--- src/rtl/object_plotter.sv ---
// object_plotter: erases an object's old rectangle in background colour, then
// draws its new rectangle in the object colour, one pixel per clock, driving
// the VGA adapter's pixel-write port.
//
// Ports:
//   clk, resetn          clock, asynchronous active-low reset
//   startPlot            request strobe, sampled only while idle
//   object[1:0]          00 ball, 01 paddle, 10 block (erase only), 11 none
//   newX/oldX[7:0]       top-left column of new/old rectangle
//   newY/oldY[6:0]       top-left row of new/old rectangle
//   sizeX[7:0]/sizeY[6:0] rectangle width/height in pixels
//   x[7:0], y[6:0]       pixel coordinate (truncated sum)
//   colour[2:0], plot    pixel colour and write enable
//   busy, done, overrun  request in progress / end pulse / sticky drop flag
module object_plotter #(
  parameter logic [7:0] MAX_X         = 8'd159,
  parameter logic [6:0] MAX_Y         = 7'd119,
  parameter logic [2:0] BG_COLOUR     = 3'b000,
  parameter logic [2:0] BALL_COLOUR   = 3'b111,
  parameter logic [2:0] PADDLE_COLOUR = 3'b010
) (
  input  logic       clk,
  input  logic       resetn,
  input  logic       startPlot,
  input  logic [1:0] object,
  input  logic [7:0] newX,
  input  logic [7:0] oldX,
  input  logic [6:0] newY,
  input  logic [6:0] oldY,
  input  logic [7:0] sizeX,
  input  logic [6:0] sizeY,
  output logic [7:0] x,
  output logic [6:0] y,
  output logic [2:0] colour,
  output logic       plot,
  output logic       busy,
  output logic       done,
  output logic       overrun
);

  localparam int unsigned XW = 8;
  localparam int unsigned YW = 7;

  localparam logic [1:0] OBJ_PADDLE = 2'b01;
  localparam logic [1:0] OBJ_BLOCK  = 2'b10;
  localparam logic [1:0] OBJ_NONE   = 2'b11;

  typedef enum logic [1:0] {
    S_IDLE  = 2'd0,
    S_ERASE = 2'd1,
    S_DRAW  = 2'd2,
    S_DONE  = 2'd3
  } state_t;

  state_t         r_state;
  state_t         w_state_d;

  // Captured request; upstream muxes move on after the capture edge.
  logic [1:0]     r_object;
  logic [XW-1:0]  r_new_x;
  logic [XW-1:0]  r_old_x;
  logic [YW-1:0]  r_new_y;
  logic [YW-1:0]  r_old_y;
  logic [XW-1:0]  r_size_x;
  logic [YW-1:0]  r_size_y;

  // Scan counters hold the coordinate of the pixel currently presented.
  logic [XW-1:0]  r_cx;
  logic [YW-1:0]  r_cy;
  logic [XW-1:0]  w_cx_d;
  logic [YW-1:0]  w_cy_d;

  logic [XW-1:0]  r_x;
  logic [YW-1:0]  r_y;
  logic [2:0]     r_colour;
  logic           r_plot;
  logic           r_busy;
  logic           r_done;
  logic           r_overrun;

  logic           w_capture;
  logic           w_pix_valid;
  logic [XW-1:0]  w_base_x;
  logic [YW-1:0]  w_base_y;
  logic [2:0]     w_pix_colour;
  logic [2:0]     w_obj_colour;
  logic           w_last_col;
  logic           w_last_pix;
  logic [XW:0]    w_sum_x;
  logic [YW:0]    w_sum_y;
  logic           w_plot_d;

  assign w_obj_colour = (r_object == OBJ_PADDLE) ? PADDLE_COLOUR : BALL_COLOUR;
  assign w_last_col   = (r_cx == (r_size_x - XW'(1)));
  assign w_last_pix   = w_last_col && (r_cy == (r_size_y - YW'(1)));

  // Next state, next scan position and the pixel to present after this edge.
  always_comb begin
    w_state_d    = r_state;
    w_cx_d       = r_cx;
    w_cy_d       = r_cy;
    w_capture    = 1'b0;
    w_pix_valid  = 1'b0;
    w_base_x     = r_old_x;
    w_base_y     = r_old_y;
    w_pix_colour = BG_COLOUR;

    case (r_state)
      S_IDLE: begin
        if (startPlot && (object != OBJ_NONE)) begin
          w_capture = 1'b1;
          w_cx_d    = '0;
          w_cy_d    = '0;
          if ((sizeX == '0) || (sizeY == '0)) begin
            w_state_d = S_DONE;
          end else begin
            w_state_d   = S_ERASE;
            w_pix_valid = 1'b1;
            w_base_x    = oldX;
            w_base_y    = oldY;
          end
        end
      end

      S_ERASE: begin
        if (w_last_pix) begin
          w_cx_d = '0;
          w_cy_d = '0;
          if (r_object == OBJ_BLOCK) begin
            w_state_d = S_DONE;
          end else begin
            w_state_d    = S_DRAW;
            w_pix_valid  = 1'b1;
            w_base_x     = r_new_x;
            w_base_y     = r_new_y;
            w_pix_colour = w_obj_colour;
          end
        end else begin
          w_pix_valid = 1'b1;
          if (w_last_col) begin
            w_cx_d = '0;
            w_cy_d = r_cy + YW'(1);
          end else begin
            w_cx_d = r_cx + XW'(1);
          end
        end
      end

      S_DRAW: begin
        w_base_x     = r_new_x;
        w_base_y     = r_new_y;
        w_pix_colour = w_obj_colour;
        if (w_last_pix) begin
          w_state_d = S_DONE;
          w_cx_d    = '0;
          w_cy_d    = '0;
        end else begin
          w_pix_valid = 1'b1;
          if (w_last_col) begin
            w_cx_d = '0;
            w_cy_d = r_cy + YW'(1);
          end else begin
            w_cx_d = r_cx + XW'(1);
          end
        end
      end

      S_DONE: begin
        w_state_d = S_IDLE;
      end

      default: begin
        w_state_d = S_IDLE;
      end
    endcase
  end

  // Sums are one bit wider so off-screen pixels are suppressed, not wrapped.
  assign w_sum_x  = {1'b0, w_base_x} + {1'b0, w_cx_d};
  assign w_sum_y  = {1'b0, w_base_y} + {1'b0, w_cy_d};
  assign w_plot_d = w_pix_valid && (w_sum_x <= {1'b0, MAX_X}) &&
                    (w_sum_y <= {1'b0, MAX_Y});

  // State, counters and capture registers.
  always_ff @(posedge clk or negedge resetn) begin
    if (!resetn) begin
      r_state  <= S_IDLE;
      r_cx     <= '0;
      r_cy     <= '0;
      r_object <= '0;
      r_new_x  <= '0;
      r_old_x  <= '0;
      r_new_y  <= '0;
      r_old_y  <= '0;
      r_size_x <= '0;
      r_size_y <= '0;
    end else begin
      r_state <= w_state_d;
      r_cx    <= w_cx_d;
      r_cy    <= w_cy_d;
      if (w_capture) begin
        r_object <= object;
        r_new_x  <= newX;
        r_old_x  <= oldX;
        r_new_y  <= newY;
        r_old_y  <= oldY;
        r_size_x <= sizeX;
        r_size_y <= sizeY;
      end
    end
  end

  // Registered pixel port and status outputs.
  always_ff @(posedge clk or negedge resetn) begin
    if (!resetn) begin
      r_x       <= '0;
      r_y       <= '0;
      r_colour  <= '0;
      r_plot    <= 1'b0;
      r_busy    <= 1'b0;
      r_done    <= 1'b0;
      r_overrun <= 1'b0;
    end else begin
      if (w_pix_valid) begin
        r_x      <= w_sum_x[XW-1:0];
        r_y      <= w_sum_y[YW-1:0];
        r_colour <= w_pix_colour;
      end
      r_plot    <= w_plot_d;
      r_busy    <= (w_state_d != S_IDLE);
      r_done    <= (w_state_d == S_DONE);
      r_overrun <= r_overrun | (startPlot & r_busy);
    end
  end

  assign x       = r_x;
  assign y       = r_y;
  assign colour  = r_colour;
  assign plot    = r_plot;
  assign busy    = r_busy;
  assign done    = r_done;
  assign overrun = r_overrun;

endmodule

--- config.mk ---
export PLATFORM = sky130hd
export DESIGN_NAME = object_plotter
export DESIGN_NICKNAME = d
export VERILOG_FILES = /design/src/rtl/object_plotter.sv
export SDC_FILE = /design/constraint.sdc
export NUM_CORES = 1
export LEC_CHECK = 0
export BUFFER_PORTS_ARGS = -buffer_cell sky130_fd_sc_hd__buf_2
export CORE_ASPECT_RATIO = 1.1
export CORE_UTILIZATION = 58
export DETAILED_ROUTE_END_ITERATION = 12
export PLACE_DENSITY = 0.86
export SETUP_SLACK_MARGIN = 0.02
export SYNTH_ARGS = -nofsm -noshare
export SYNTH_HDL_FRONTEND = slang
export SYNTH_SLANG_ARGS = --single-unit
--- constraint.sdc ---
create_clock -name clk -period 4.73 [get_ports clk]
set_input_delay 0.946 -clock clk [delete_from_list [all_inputs] [get_ports clk]]
set_output_delay 0.946 -clock clk [all_outputs]
set_load 0.01 [all_outputs]
Word-level counts from Yosys, hierarchy flattened
Cells that the tools add are included.
- order comparisons: 2
- reductions and logical operators: 10
- add/sub/neg operators: 6
- mux-type cells: 36
- bitwise logic cells: 2
- equal/unequal tests: 9
- operator list (operator ; number):
    8-bit 2-to-1 mux ; 7
    7-bit 2-to-1 mux ; 7
    8-bit case mux with 3 select lines ; 1
    7-bit case mux with 3 select lines ; 1
    8-bit case mux with 2 select lines ; 1
    7-bit case mux with 2 select lines ; 1
    8-bit by 8-bit adder with 9-bit output ; 1
    9-bit by 8-bit less-or-equal comparator with 1-bit output, second input constant ; 1
    3-bit 2-to-1 mux ; 3
    7-bit by 7-bit adder with 8-bit output ; 1
    8-bit by 1-bit adder with 8-bit output, second input constant ; 1
    2-bit equality test, second input constant ; 4
    8-bit equality test ; 1
    8-bit by 7-bit less-or-equal comparator with 1-bit output, second input constant ; 1
    8-bit logical NOT ; 1
    1-bit 2-to-1 mux ; 8
    2-bit 2-to-1 mux ; 4
    2-bit case mux with 4 select lines ; 1
    8-bit by 1-bit subtractor with 8-bit output, second input constant ; 1
    7-bit by 1-bit adder with 7-bit output, second input constant ; 1
    7-bit equality test ; 1
    7-bit logical NOT ; 1
    7-bit by 1-bit subtractor with 7-bit output, second input constant ; 1
    3-bit case mux with 2 select lines ; 1
    10 further kinds ; 14
- input port bits: 50
- flip-flop bits (word level): 86
- word-level logic and storage cells: 82
- output and inout port bits: 22

Logic depth before layout (Yosys ltp)
Gate-level depths: netlist of the first run.
- depth after elaboration: 9
- depth in mapped cells: 19

Worst setup path after synthesis of the first run
Ideal clock, no wire load.
- kind: reg-to-reg
- start point: register r_size_x[0]
- end point: register r_plot, in the netlist plot
- clock period less this slack: 4.357 ns
- stages on the path, launching flop included: 19
- arrival: 4.257 ns
- path slack: 0.373 ns
- buffers on the path: 1
- cell sequence: dfrtp_1 inv_1 ha_1 or3b_2 nor4_1 o22ai_1 nor4_4 nand2_2 o31ai_4 buf_4 a221o_1 ha_1 a21o_1 a21oi_1 nor2b_1 o31a_1 o21a_1 a2111oi_0 nor4bb_1
- longest elaborated chain between the ends: 9
- elaborated cells between the ends (all ways): 22
- those cells by class: 3 x add/sub; 2 x order compare; 1 x eq/ne; 13 x mux; 3 x reduce/logical
- ends and longest elaborated chain (item ; line ; source):
    from (decl) ; 64 ; logic [XW-1:0] r_size_x;
    from (signal assigned) ; 207 ; r_size_x <= sizeX;
    8-bit by 1-bit subtractor with 8-bit output (*) ; 94 ; assign w_last_col = (r_cx == (r_size_x - XW'(1)));
    8-bit equality test (*) ; 94 ;
    8-bit 2-to-1 mux / 1-bit logical AND (equally long branches) ; 140, 159, 95 ;
    8-bit 2-to-1 mux ; 126 ; if (w_last_pix) begin
    8-bit case mux with 2 select lines / 8-bit case mux with 3 select lines (equally long branches) ; 108 ; case (r_state)
    8-bit by 8-bit adder with 9-bit output ; 179 ; assign w_sum_x = {1'b0, w_base_x} + {1'b0, w_cx_d};
    9-bit by 8-bit less-or-equal comparator with 1-bit output ; 181 ; assign w_plot_d = w_pix_valid && (w_sum_x <= {1'b0, MAX_X}) &&
    1-bit logical AND ; 181 ;
    1-bit logical AND (*) ; 181 ;
    net w_plot_d ; 91 ; logic w_plot_d;
    to (signal assigned) ; 229 ; r_plot <= w_plot_d;
    to (decl) ; 76 ; logic r_plot;
The timed path passes the listed nets; every way through them passes the cells marked *.
A chain may end at the register's enable or synchronous reset.

Worst setup path in the final report of the first run
- start point: register r_size_y[0]
- end point: register r_plot, in the netlist plot
- longest elaborated chain between the ends: 9
- elaborated cells between the ends (all ways): 20
- those cells by class: 3 x add/sub; 2 x order compare; 1 x eq/ne; 11 x mux; 3 x reduce/logical
- ends and longest elaborated chain (item ; line ; source):
    from (decl) ; 65 ; logic [YW-1:0] r_size_y;
    from (signal assigned) ; 208 ; r_size_y <= sizeY;
    7-bit by 1-bit subtractor with 7-bit output (*) ; 95 ; assign w_last_pix = w_last_col && (r_cy == (r_size_y - YW'(1)));
    7-bit equality test (*) ; 95 ;
    1-bit logical AND (*) ; 95 ;
    8-bit 2-to-1 mux ; 126 ;
    8-bit case mux with 3 select lines / 8-bit case mux with 2 select lines (equally long branches) ; 108 ;
    8-bit by 8-bit adder with 9-bit output ; 179 ;
    9-bit by 8-bit less-or-equal comparator with 1-bit output ; 181 ;
    1-bit logical AND ; 181 ;
    1-bit logical AND (*) ; 181 ;
    net w_plot_d ; 91 ;
Marked as above.

==> results of run 1 <==
[layout make-up]
| cell class | instances | share of cell area |
|---|---|---|
| Tap cell | 111 | 0.0237 |
| Sequential cell | 85 | 0.363 |
| Clock buffer | 10 | 0.0235 |
| Clock inverter | 6 | 0.0122 |
| Timing Repair Buffer | 87 | 0.0822 |
| Multi-Input combinational cell | 348 | 0.482 |
| Inverter | 21 | 0.0134 |
[through the flow]
step | area (sq um) | utilization | std cells | hold slack (ps)
2_1_floorplan | 5030 | - | 472 | 480
3_3_place_gp | 5540 | 0.659 | 647 | 433
3_5_place_dp | 5540 | 0.659 | 647 | 464
4_1_cts | 5760 | 0.685 | 663 | 485
5_1_grt | 5860 | 0.697 | 668 | 503
6_report | 5860 | 0.697 | 668 | 487
[worst max-delay path, cell delays in order (launching register included)]
cell      delay (ps)
dfrtp_1          450
inv_1             70
ha_1             230
or3_1            390
a31oi_1          330
nor4b_2          300
buf_4            200
nand2_2          110
o31ai_4          330
buf_4            200
a221o_1          220
ha_1             260
a21o_1           160
a21oi_1          220
o21ai_0          170
nor2_1           140
xor2_1           280
a21oi_1          130
nor4bb_2         270
[routing by layer]
layer / GRT usage / up-vias / routed length (um)
li1: - / 1907 / -
met1: 0.342 / 2009 / 4880
met2: 0.459 / 178 / 5820
met3: 0.0436 / 50 / 619
met4: 0.134 / 0 / 434
met5: 0 / - / 0
[cell usage in the layout (no fill, tap or decap), drive strengths merged, types with 5 or more instances in the layout]
cell | synthesis | final
a21o | 10 | 10
a21oi | 14 | 14
a221o | 15 | 15
a22oi | 15 | 15
buf | 4 | 87
clkbuf | 14 | 10
dfrtp | 85 | 85
ha | 26 | 26
inv | 21 | 22
mux2 | 61 | 61
nand2 | 34 | 34
nand2b | 5 | 5
nand3 | 9 | 9
nand4 | 8 | 8
nor2 | 14 | 14
nor3 | 14 | 14
nor4 | 6 | 6
o21ai | 33 | 33
xnor2 | 19 | 19
xor2 | 12 | 12
[state kept, by name (all words and copies together) (netlist names), 2 cells and up]
register and count:
r_cy 7, r_state 2, x 8, r_new_x 8
r_old_y 7, colour 2, r_old_x 8, r_size_x 8
r_object 2, r_size_y 7, r_new_y 7, r_cx 8
y 7
[Yosys cell counts (all sizes together) (5+ instances only)]
library cell | instances | area, sq um
mux2 | 61 | 687
nor3 | 14 | 70.1
a22oi | 15 | 113
a221o | 15 | 150
xnor2 | 19 | 166
inv | 21 | 78.8
dfrtp | 85 | 2130
nand2b | 5 | 31.3
a21o | 10 | 75.1
xor2 | 12 | 105
ha | 26 | 325
a21oi | 14 | 70.1
clkbuf | 14 | 52.6
nand4 | 8 | 50.1
nand3 | 9 | 45.0
nor4 | 6 | 67.6
nand2 | 34 | 130
nor2 | 14 | 52.6
o21ai | 33 | 169
[timing repair]
item                       in CTS  in global routing
pin swaps                       0                  3
gates resized for setup         2                 16
buffers inserted                0                  5
setup endpoints to repair       1                  2
[worst min-delay path by stage]
stage                                 startpoint                      to  slack (ps)
after global placement         overrun$_DFF_PN0_       overrun$_DFF_PN0_         430
after CTS                      overrun$_DFF_PN0_       overrun$_DFF_PN0_         480
final                          overrun$_DFF_PN0_       overrun$_DFF_PN0_         490
after floorplan           r_new_y[0]$_DFFE_PN0P_  r_new_y[0]$_DFFE_PN0P_         480
after detailed placement       overrun$_DFF_PN0_       overrun$_DFF_PN0_         460
after global routing           overrun$_DFF_PN0_       overrun$_DFF_PN0_         500
[cells by family (layout without fill, tap and decap cells)]
group,Yosys count,in the layout,share of synthesized area
buffers and inverters,39,124,0.0308
AOI/OAI and AO/OA,116,116,0.162
and+or+nand+nor,109,109,0.116
adders and majority gates,28,28,0.0726
DFF,85,85,0.423
muxes,64,64,0.142
xor gates and xnor gates,31,31,0.0539
[where the power goes]
part	total, W	switching, W	internal [W]
Combinational	0.0000523	0.0000319	0.0000204
Clock	0.000536	0.000274	0.000262
Sequential	0.000726	0.0000000000000000000226	0.000726
Total	0.00131	0.000306	0.00101
==> results.py, run 1 <==
metrics = {
    "run_status": {
        "outcome": "completed",
    },
    "floorplanning": {
        "die_y_um": 99.7,
        "pin_count": 72,
        "std_cell_rows": 35,
        "initial_utilization": 0.599,
        "dieArea_sq_um": 9060,
        "fp.dieW_um": 90.8,
        "core_area_sq_um": 8410,
    },
    "worst_setup_path": {
        "crit_start": "r_size_y[0]$_DFFE_PN0P_",
        "worst-path-max-fanout": 5,
        "crit_end": "plot$_DFF_PN0_",
        "reg2reg_slack_ps": 180,
        "critPathLaunchType": "register",
        "worstRegToRegCells": 18,
        "r2r_start": "r_size_y[0]$_DFFE_PN0P_",
        "r2r-end": "plot$_DFF_PN0_",
        "path_class": "reg -> reg",
        "crit_required_ps": 5000,
        "cp.arrival_ps": 4810,
        "critPathCaptureType": "register",
    },
    "logic_synthesis": {
        "yosysWarningCount": 0,
        "synth_cell_types": 52,
        "synth_area_per_cell_sq_um": 10.7,
        "netlist_instances": 472,
        "yosys_register_bits": 85,
        "synth-main-ff-cell": "dfrtp_1",
        "seq_area_frac_synth": 0.423,
        "synth_enable_flop_cells": 0,
        "async_flop_share": 1.00,
        "syn_area_sq_um": 5030,
        "synth_nets": 550,
    },
    "pwr": {
        "p_leak_nw": 2.72,
        "total_power_w": 0.00131,
        "irDropWorstVdd_v": 0.000192,
        "power_density_nw_per_um2": 224,
    },
    "finish": {
        "antenna_cells": 0,
        "regArea_sq_um": 2130,
        "nFillCells": 623,
        "layout-drive-gt1-share": 0.332,
        "multi_input_area_sq_um": 2830,
        "finish.net_count": 630,
        "syn_to_final_growth_pct": 16.5,
    },
    "cts": {
        "clock-root-buffer": "clkbuf_8",
        "htree_num_levels": 3,
        "clk_pin_slew_ps": 90,
        "clockBufferDepth": 2,
        "clk_latency_ps": 360,
        "ctsHoldBuffers": 0,
        "clock_sinks": 85,
        "cts_tree": "done",
        "cts_buffers": 9,
    },
    "detailed_routing": {
        "wl_per_cell_um": 17.6,
        "wl_um": 11700,
        "vias": 4144,
        "drt-pass1-iter-count": 5,
        "ant_nets": 0,
        "dr.first_iter.drc_count": 312,
        "drt-vias-per-instance": 6.20,
        "drc": 0,
    },
    "timing": {
        "fin_crit_ps": 4550,
        "postLayoutSetupSlackWorst_ps": 182,
        "finalSetupViolations": 0,
        "rsz0062_at_grt": "false",
        "max_freq_ghz": 0.220,
        "finalHoldViolCount": 0,
        "slew_violations": 0,
        "setup_tns_ps": 0,
        "period_share": 0.962,
        "tightest_slew_ps": 1100,
        "finClkSkew_ps": 6.24,
        "maxSlewHeadroom": 0.262,
    },
    "global_route": {
        "grt_usage": 0.272,
        "grt_start_max_net_pins": 86,
        "overflow": 0,
        "grt_pass1_wl_um": 19300,
        "grt_pass1_vias": 4071,
        "antenna_found_initial": 0,
    },
    "job": {
        "cap_violations": 0,
    },
    "place": {
        "portBuffers": 71,
        "hpwl_um": 8520,
        "globalplace.congestion": 0.926,
        "dp_slack_ps": 37.1,
    },
    "hold_path": {
        "hold_class": "reg -> reg",
        "holdPathStages": 1,
    },
}
No activity file was read; power rests on OpenSTA's default activity.
==> inputs of run 2 (changes only) <==
- ABC_AREA: default -> 1
- CORE_UTILIZATION: 58 -> 59
==> results.py, run 2 <==
metrics = {
    "finish": {
        "multi_input_area_sq_um": 2870,
        "mostFrequentLayoutCells": "nand2_1 (166), inv_1 (94), dfrtp_1 (85)",
        "layout-drive-gt1-share": 0.160,
        "antenna_cells": 0,
        "syn_to_final_growth_pct": 10.0,
        "layout.cells.non_filler": 902,
        "final_area_sq_um": 6030,
        "layout_commonest_cell": "nand2_1",
        "regArea_sq_um": 2130,
        "finish.net_count": 863,
        "nFillCells": 768,
    },
    "logic_synthesis": {
        "yosysWarningCount": 0,
        "synth_cell_types": 40,
        "yosysTopAreaCell": "dfrtp_1",
        "seq_area_frac_synth": 0.388,
        "syn_area_sq_um": 5480,
        "async_flop_share": 1.00,
        "netlist_instances": 723,
        "ys_top_cells_by_area": "dfrtp_1 (39%), nand2_1 (11%), inv_1 (6.4%)",
        "synth_nets": 801,
        "synth_top_area_share": 0.388,
        "synth-main-ff-cell": "dfrtp_1",
        "synth_enable_flop_cells": 0,
        "synth.cells.most_frequent": "nand2_1 (167), inv_1 (94), dfrtp_1 (85)",
        "synth_most_common_cell": "nand2_1",
        "yosys_register_bits": 85,
        "synth_area_per_cell_sq_um": 7.58,
    },
    "timing": {
        "finalSetupViolations": 0,
        "finClkSkew_ps": 9.59,
        "setup_tns_ps": 0,
        "fin_hold_ws_ps": 457,
        "rsz0062_at_grt": "false",
        "period_share": 0.867,
        "maxSlewHeadroom": 0.279,
        "slew_violations": 0,
        "max_freq_ghz": 0.244,
        "tightest_slew_ps": 1080,
        "finalHoldViolCount": 0,
        "fin_crit_ps": 4100,
    },
    "place": {
        "globalplace.congestion": 0.945,
        "dp_cells": 888,
        "place_area_sq_um": 5880,
        "portBuffers": 71,
        "hpwl_um": 9750,
    },
    "pwr": {
        "pwr-share-clk": 0.111,
        "power.internal_w": 0.00208,
        "p_leak_nw": 3.13,
        "sw_frac_of_total": 0.484,
        "comb_power_share": 0.572,
        "power_density_nw_per_um2": 668,
        "irDropWorstVdd_v": 0.000368,
        "p_seq_frac": 0.317,
        "switchingPower_w": 0.00195,
    },
    "detailed_routing": {
        "wl_met3_um": 643,
        "drc": 0,
        "drt-pass1-iter-count": 9,
        "ant_nets": 0,
        "drt-vias-per-instance": 5.60,
        "dr.first_iter.drc_count": 262,
        "maxUsedRoutingLayer": "met4",
        "vias": 5048,
        "wl_per_cell_um": 14.6,
        "drt-met1-wl_um": 5690,
        "dr_wl_met2_um": 6380,
        "wl_um": 13200,
    },
    "floorplanning": {
        "die_y_um": 103,
        "initial_utilization": 0.615,
        "core_area_sq_um": 8920,
        "pin_count": 72,
        "fp.dieW_um": 93.9,
        "std_cell_rows": 36,
        "dieArea_sq_um": 9680,
    },
    "worst_setup_path": {
        "cp.arrival_ps": 4400,
        "cpMostUsedCell": "nand2_1",
        "r2r_start": "r_size_x[0]$_DFFE_PN0P_",
        "critPathLaunchType": "register",
        "crit_start": "r_size_x[0]$_DFFE_PN0P_",
        "crit_chain": "inv_1 -> ha_1 -> inv_1 -> nand2_1 -> a21oi_1 -> nor2_1 -> nand3_1 -> nor2_4 -> nand3_2 -> nand2_1 -> nand2_2 -> nand2_1 -> nand2_1 -> ha_1 -> fa_1 -> nand3_1 -> nand3_1 -> a21oi_1 -> o21bai_1 -> xnor2_1 -> nand2_1 -> nand2_1 -> nand3_1 -> nor2_1",
        "cp_slowest_cell": "dfrtp_1",
        "worst-path-max-fanout": 12,
        "crit_required_ps": 5030,
        "path_class": "reg -> reg",
        "cp_top_family": "simple AND/OR/NAND/NOR gates",
        "cpPeakStageDelay_ps": 420,
        "critPathCaptureType": "register",
        "critPathBufInv": 2,
    },
    "cts": {
        "clk_pin_slew_ps": 80,
        "clockBufferDepth": 2,
        "cts_resized": 0,
        "cts_setup_buffers": 0,
        "cts_tree": "done",
        "clock_sinks": 85,
        "clk_latency_ps": 370,
        "clock-root-buffer": "clkbuf_8",
        "cts_buffers": 9,
        "htree_num_levels": 3,
        "ctsHoldBuffers": 0,
    },
    "job": {
        "cap_violations": 0,
    },
    "hold_path": {
        "min-delay-start": "overrun$_DFF_PN0_",
        "hold_class": "reg -> reg",
    },
    "run_status": {
        "outcome": "completed",
    },
    "global_route": {
        "grt_usage": 0.287,
        "grt_pass1_wl_um": 21600,
        "antenna_found_initial": 0,
        "overflow": 0,
        "grt_start_max_net_pins": 86,
        "grt_pass1_vias": 4721,
    },
}
-- run 2: cell types whose count changed after synthesis, moves of 13 or more --
| cell | change |
|---|---|
| nand2_1 | +134 |
| inv_1 | +73 |
| a21oi_1 | +50 |
| a221o_1 | -15 |
| mux2_2 | -47 |
| o22ai_1 | +13 |
| o21ai_1 | +13 |
| a22oi_1 | -14 |
| nand3_1 | +41 |
| nor2_1 | +42 |
-- run 2: area by class of cell --
cell class,count,area share
clock inverter,5,0.00498
inverter,100,0.0626
tap,114,0.0236
clock buffer,9,0.0205
sequential,85,0.353
timing repair buffer,72,0.0606
multi-input combinational,517,0.475
-- run 2: per-stage QoR --
stage	worst slack [ps]	utilization	power, W
2_1_floorplan	1330	-	0.00299
3_3_place_gp	772	0.659	0.00342
3_5_place_dp	736	0.659	0.00355
4_1_cts	736	0.676	0.00400
5_1_grt	292	0.676	0.00438
6_report	630	0.676	0.00403
-- run 2: logic make-up after synthesis --
group,synth area share
DFF,0.388
and+or+nand+nor,0.244
adders and majority gates,0.0666
AOI/OAI and AO/OA,0.131
xor gates and xnor gates,0.0511
buffers and inverters,0.0897
muxes,0.0288
-- run 2: path summary, 6_finish.rpt --
path                                      endpoint  slack, ps  cells after the start
max                                 plot$_DFF_PN0_        630                     24
min                              overrun$_DFF_PN0_        460                      1
max reg2reg                         plot$_DFF_PN0_        630                     24
min reg2reg                      overrun$_DFF_PN0_        460                      1
max in group asynchronous  r_size_y[2]$_DFFE_PN0P_       3250                      1
min in group asynchronous  r_size_x[6]$_DFFE_PN0P_        730                      1
-- run 2: layer usage --
layer | vias up | GRT usage
li1 | 2465 | -
met1 | 2347 | 0.369
met2 | 195 | 0.478
met3 | 41 | 0.0295
met5 | - | 0
met4 | 0 | 0.161
-- run 2: power groups by stage --
stage / Combinational (W) / Sequential (W) / Clock (W)
after floorplan: 0.00172 / 0.00127 / 0
after global placement: 0.00215 / 0.00127 / 0
after detailed placement: 0.00226 / 0.00129 / 0
after CTS: 0.00228 / 0.00128 / 0.000453
after global routing: 0.00259 / 0.00131 / 0.000473
final: 0.00230 / 0.00128 / 0.000447
